$ cat config.mk
export PLATFORM = sky130hd
export DESIGN_NAME = mips_fetch_unit
export DESIGN_NICKNAME = d
export VERILOG_FILES = /design/src/rtl/mips_fetch_pkg.sv /design/src/rtl/mips_fetch_unit_queue.sv /design/src/rtl/mips_fetch_unit.sv
export SDC_FILE = /design/constraint.sdc
export NUM_CORES = 1
export LEC_CHECK = 0
export BUFFER_PORTS_ARGS = -buffer_cell sky130_fd_sc_hd__buf_2
export CAP_MARGIN = 20
export CORE_MARGIN = 5
export CORE_UTILIZATION = 51
export CTS_CLUSTER_SIZE = 16
export DETAILED_ROUTE_END_ITERATION = 10
export PLACE_DENSITY_LB_ADDON = 0.2
export RECOVER_POWER = 25
export SYNTH_ARGS = -nofsm -noshare
export SYNTH_HDL_FRONTEND = slang
export SYNTH_SLANG_ARGS = --single-unit
$ cat constraint.sdc
create_clock -name clk -period 7.6 [get_ports clk]
set_input_delay 1.14 -clock clk [delete_from_list [all_inputs] [get_ports clk]]
set_output_delay 1.14 -clock clk [all_outputs]
set_load 0.05 [all_outputs]
$ cat src/rtl/mips_fetch_pkg.sv
// Shared types and constants for the MIPS instruction-fetch front end.
package mips_fetch_pkg;

    localparam int INST_W   = 32;
    localparam int PC_INC   = 4;
    localparam int PC_W_DEF = 32;

    // One prefetch queue slot: the instruction word and the PC it was fetched from.
    typedef struct packed {
        logic [PC_W_DEF-1:0] pc;
        logic [INST_W-1:0]   inst;
    } fetch_entry_t;

endpackage

$ cat src/rtl/mips_fetch_unit_queue.sv
// Prefetch queue: shift-style synchronous FIFO so the head slot is always a
// flop (mem[0]) and the decode-facing outputs are registered.
module fetch_queue
    import mips_fetch_pkg::*;
#(
    parameter int  DEPTH   = 4,
    parameter type entry_t = fetch_entry_t
) (
    input  logic                     clk,
    input  logic                     rst,
    input  logic                     push,
    input  entry_t                   push_data,
    input  logic                     pop,
    input  logic                     flush,
    output logic                     head_valid,
    output entry_t                   head,
    output logic [$clog2(DEPTH):0]   count
);

    localparam int CW = $clog2(DEPTH) + 1;

    entry_t          mem   [DEPTH];
    entry_t          mem_n [DEPTH];
    logic [CW-1:0]   cnt_q;
    logic [CW-1:0]   cnt_n;
    logic [CW-1:0]   cnt_after_pop;
    logic            do_pop;
    logic            valid_q;

    // Next queue contents: flush wins, then pop shifts down, push lands behind the survivors.
    always_comb begin
        mem_n         = mem;
        cnt_n         = cnt_q;
        do_pop        = pop && (cnt_q != '0);
        cnt_after_pop = cnt_q - CW'(do_pop);
        if (flush) begin
            cnt_n = '0;
        end else begin
            if (do_pop) begin
                for (int i = 0; i < DEPTH - 1; i++) begin
                    mem_n[i] = mem[i + 1];
                end
            end
            if (push && (cnt_after_pop < CW'(DEPTH))) begin
                for (int i = 0; i < DEPTH; i++) begin
                    if (CW'(i) == cnt_after_pop) begin
                        mem_n[i] = push_data;
                    end
                end
                cnt_n = cnt_after_pop + CW'(1);
            end else begin
                cnt_n = cnt_after_pop;
            end
        end
    end

    // Occupancy and head-valid registers.
    always_ff @(posedge clk) begin
        if (rst) begin
            cnt_q   <= '0;
            valid_q <= 1'b0;
        end else begin
            cnt_q   <= cnt_n;
            valid_q <= (cnt_n != '0);
        end
    end

    // Slot storage; contents are qualified by the count, so no reset needed.
    always_ff @(posedge clk) begin
        mem <= mem_n;
    end

    assign head_valid = valid_q;
    assign head       = mem[0];
    assign count      = cnt_q;

endmodule

$ cat src/rtl/mips_fetch_unit.sv
// MIPS instruction-fetch front end: PC ownership, credit-limited pipelined
// requests, in-flight/discard tracking and a prefetch queue toward decode.
// Optional feature macro: FETCH_MISALIGN_CHECK_EN adds a sticky fetch_misalign
// output that stops fetching after a redirect to a non-word-aligned target;
// without it the target's low two bits are cleared.
module mips_fetch_unit
    import mips_fetch_pkg::*;
#(
    parameter int               XLEN        = 32,
    parameter int               QUEUE_DEPTH = 4,
    parameter logic [XLEN-1:0]  RESET_PC    = '0
) (
    input  logic                          clk,
    input  logic                          rst,
    output logic                          imem_req_valid,
    output logic [XLEN-1:0]               imem_req_addr,
    input  logic                          imem_req_ready,
    input  logic                          imem_rsp_valid,
    input  logic [INST_W-1:0]             imem_rsp_data,
    input  logic                          redirect_valid,
    input  logic [XLEN-1:0]               redirect_pc,
    output logic                          inst_valid,
    output logic [INST_W-1:0]             inst_data,
    output logic [XLEN-1:0]               inst_pc,
    input  logic                          inst_ready,
    output logic [$clog2(QUEUE_DEPTH):0]  queue_count
`ifdef FETCH_MISALIGN_CHECK_EN
    ,
    output logic                          fetch_misalign
`endif
);

    localparam int CW = $clog2(QUEUE_DEPTH) + 1;

    typedef struct packed {
        logic [XLEN-1:0]   pc;
        logic [INST_W-1:0] inst;
    } fetch_slot_t;

    logic [XLEN-1:0] fpc;
    logic [XLEN-1:0] rpc;
    logic [CW-1:0]   inflight;
    logic [CW-1:0]   discard_cnt;
    logic [CW:0]     credit_used;
    logic            req_fire;
    logic            rsp_push;
    logic            misalign_hold;
    logic [XLEN-1:0] redirect_target;
    fetch_slot_t     push_slot;
    fetch_slot_t     head_slot;

`ifdef FETCH_MISALIGN_CHECK_EN
    logic misalign_q;

    // Sticky misalignment flag; only reset clears it.
    always_ff @(posedge clk) begin
        if (rst) begin
            misalign_q <= 1'b0;
        end else if (redirect_valid && (redirect_pc[1:0] != 2'b00)) begin
            misalign_q <= 1'b1;
        end
    end

    assign misalign_hold   = misalign_q;
    assign fetch_misalign  = misalign_q;
    assign redirect_target = redirect_pc;
`else
    logic unused_pc_lsbs;

    assign misalign_hold   = 1'b0;
    assign redirect_target = {redirect_pc[XLEN-1:2], 2'b00};
    assign unused_pc_lsbs  = ^redirect_pc[1:0];
`endif

    // Every queued entry plus every outstanding response (even ones to be
    // discarded) holds a credit, so a response always finds a free slot.
    assign credit_used    = {1'b0, queue_count} + {1'b0, inflight};
    assign imem_req_valid = !rst && !redirect_valid && !misalign_hold
                            && (credit_used < (CW+1)'(QUEUE_DEPTH));
    assign imem_req_addr  = fpc;
    assign req_fire       = imem_req_valid && imem_req_ready;
    assign rsp_push       = imem_rsp_valid && (discard_cnt == '0) && !redirect_valid;

    // PC registers plus outstanding/discard bookkeeping; redirect takes priority.
    always_ff @(posedge clk) begin
        if (rst) begin
            fpc         <= RESET_PC;
            rpc         <= RESET_PC;
            inflight    <= '0;
            discard_cnt <= '0;
        end else begin
            inflight <= inflight + CW'(req_fire) - CW'(imem_rsp_valid);
            if (redirect_valid) begin
                fpc         <= redirect_target;
                rpc         <= redirect_target;
                discard_cnt <= inflight - CW'(imem_rsp_valid);
            end else begin
                if (req_fire) begin
                    fpc <= fpc + XLEN'(PC_INC);
                end
                if (imem_rsp_valid) begin
                    if (discard_cnt != '0) begin
                        discard_cnt <= discard_cnt - CW'(1);
                    end else begin
                        rpc <= rpc + XLEN'(PC_INC);
                    end
                end
            end
        end
    end

    assign push_slot.pc   = rpc;
    assign push_slot.inst = imem_rsp_data;

    fetch_queue #(
        .DEPTH   (QUEUE_DEPTH),
        .entry_t (fetch_slot_t)
    ) u_queue (
        .clk        (clk),
        .rst        (rst),
        .push       (rsp_push),
        .push_data  (push_slot),
        .pop        (inst_ready && !redirect_valid),
        .flush      (redirect_valid),
        .head_valid (inst_valid),
        .head       (head_slot),
        .count      (queue_count)
    );

    assign inst_data = head_slot.inst;
    assign inst_pc   = head_slot.pc;

endmodule

==> results_dict.tcl <==
set metrics [dict create \
    status "complete, no violations" \
    hp-start "imem_req_addr[31]" \
    root_buffer "clkbuf_16" \
    tightest_slew_ns 1.112 \
    synth_cell_types 55 \
    drc 0 \
    grt_max_degree 127 \
    fin_cells 1902 \
    antenna_found_initial 0 \
    synth_cells 1418 \
    slew_headroom_pct 25.86 \
    die-area_mm2 0.03496 \
    h-tree-depth 2 \
    worst_setup_path_start_kind "input pin" \
    total_power_w 0.004399 \
    grt_overflow 0 \
    crit_arrival_ns 4.52 \
    path_common_cell "buf_4" \
    path_buf_inv 4 \
    totalWireLength_um 32840 \
    power_density_mw_per_mm2 250.5 \
    ctsResizeCount 0 \
    yosys.area.top_type_share_pct 47.75 \
    ant_nets 0 \
    slew_violations 0 \
    async_flop_share_pct 0 \
    finalSetupViolCount 0 \
    peakVddDrop_mv 0.1494 \
    required_ns 7.83 \
    setup_tns_ns 0 \
    ys_top_cells_by_count "edfxtp_1, nand2_1, mux2i_1" \
    cts_buffers 36 \
    r2r-start "u_queue.count[0]" \
    clk_latency_ns 0.52 \
    period_share_pct 56.50 \
    die_w_um 187.0 \
    netlist_top_cells_area "edfxtp_1, mux2i_1, dfxtp_1, o21ai_0, nand2_1" \
    max_freq_mhz 232.9 \
    syn_area_per_cell_um2 11.27 \
    holdBufCountCts 0 \
    cts_buffer_depth 3 \
    antenna_cells 0 \
    synth_largest_area_cell "edfxtp_1" \
    grt_pass1_wl_um 53680 \
    p_leak_nw 5.673 \
    synth_warnings 0 \
    hp-class "reg -> reg" \
    clock_skew_ns 0.02062 \
    crit_family "buffers and inverters" \
    drtIter0Drc 640 \
    utilization_pct 57.10 \
    synth_area_mm2 0.01597 \
    cpMaxStageDelayCell "buf_4" \
    r2r_slack_ns 4.16 \
    nets 1562 \
    gp_congestion 0.8211 \
    drv_cap 0 \
    first_pass_iters 5 \
    cts_tree "yes" \
    synth-edff-count 254 \
    hpwl_um 20430 \
    pin_count 171 \
    vias_per_cell 5.435 \
    grt.total_usage_pct 18.24 \
    crit_type "in -> reg" \
    postCtsSetupRepairBufs 0 \
    portBuffers 166 \
    initial_utilization_pct 51.95 \
    timing.final.hold_violations 0 \
    post_drt_wl_per_cell_um 17.26 \
    post-route-min-period_ns 4.294 \
    seq_area_frac_synth_pct 56.52 \
    crit_fanout 96 \
    startpoint "redirect_valid" \
    drive_gt1_share_pct 10.89 \
    yosysMostFrequentCell "edfxtp_1" \
    syn_to_final_growth_pct 9.908 \
    vias 10337 \
    synth_seq_cells 324 \
    cp-end-kind "flop" \
    rows 64 \
    die_height_um 187.0 \
    grt_pass1_vias 10234 \
    dp.cells 1836 \
    n_fill_cell 2667 \
    worstPathCellList "clkbuf_1 > inv_8 > o311a_4 > buf_4 > buf_4 > mux2i_1 > o21ai_0" \
    max_stage_delay_ns 0.93 \
    clk_pin_slew_ns 0.06 \
    cts_sinks 324 \
    rsz0062_at_grt "no" \
    fp.coreArea_mm2 0.03075 \
    synth_flop_cell "edfxtp_1" \
]
[final cells by class]
class	instances	area [um^2]	area share, %
Sequential cell	324	9029	51.43
Clock buffer	48	980.9	5.587
Clock inverter	18	141.4	0.8053
Timing Repair Buffer	178	854.6	4.867
Inverter	43	168.9	0.9621
Multi-Input combinational cell	895	5887	33.53
Tap cell	396	495.5	2.822
[tightest hold or removal path, cell delays in order (launching register included)]
cell and delay [ns]:
dfxtp_1 0.32, o311ai_0 0.09, nand3_1 0.07
[worst paths after layout]
| check | depth (start not counted) | end |
|---|---|---|
| worst max-delay path | 7 | u_queue.mem[191] |
| worst min register to register | 2 | imem_req_addr[31] |
| worst max register to register | 9 | u_queue.head[4] |
| worst min-delay path | 2 | imem_req_addr[31] |
[layer usage]
layer  vias up  global-route usage [%]  wire [um]
met5         -                       0          0
met1      4861                   27.28      15920
li1       5167                       -          -
met2       262                   28.40      14650
met4         0                   3.953        559
met3        47                   2.818       1705
[cells in the final DEF, fill, tap and decap left out, types with 31 or more instances in the layout]
cell type  netlist  final
nand2_1        213    213
dfxtp_1         70     70
clkbuf_1        42     92
xor2_1          31     31
mux2i_1        190    190
edfxtp_1       254    254
o21ai_0        182    182
clkbuf_16        0     37
a21boi_0        34     34
buf_2           40     83
inv_1           41     41
[metrics by stage]
step / instance area (um^2) / hold slack (ns) / setup WS, ns
after global placement: 16540 / 0.5043 / 2.801
after detailed placement: 16540 / 0.5141 / 2.755
after floorplan: 15980 / 0.4029 / 0.1873
after global routing: 17560 / 0.5541 / 2.999
after CTS: 17670 / 0.5304 / 3.300
final: 17560 / 0.5373 / 3.306
[cell families (layout without fill, tap and decap cells)]
family                     count (synthesis)  in the layout  share of synthesized area (%)
and+or+nand+nor                          347            347                          10.52
DFF                                      324            324                          56.52
AOI/OAI and AO/OA                        289            289                          10.21
buffers and inverters                    200            287                          6.775
muxes                                    190            190                          11.91
xor gates and xnor gates                  53             53                          2.906
adders and majority gates                 14             14                          1.144
other                                      1              2                        0.02348
[where the power goes]
group          internal, W  switching [W]
registers          0.00207      0.0000987
clock network     0.000978       0.000680
logic             0.000164       0.000408
[sequential cells by signal, indices dropped and copies added, names as in the netlist]
signal	flops
u_queue.mem	190
u_queue.head	64
imem_req_addr	30
rpc	30
discard_cnt	3
inflight	3
u_queue.count	3
u_queue.head_valid	1
No activity file was read; power rests on OpenSTA's default activity.
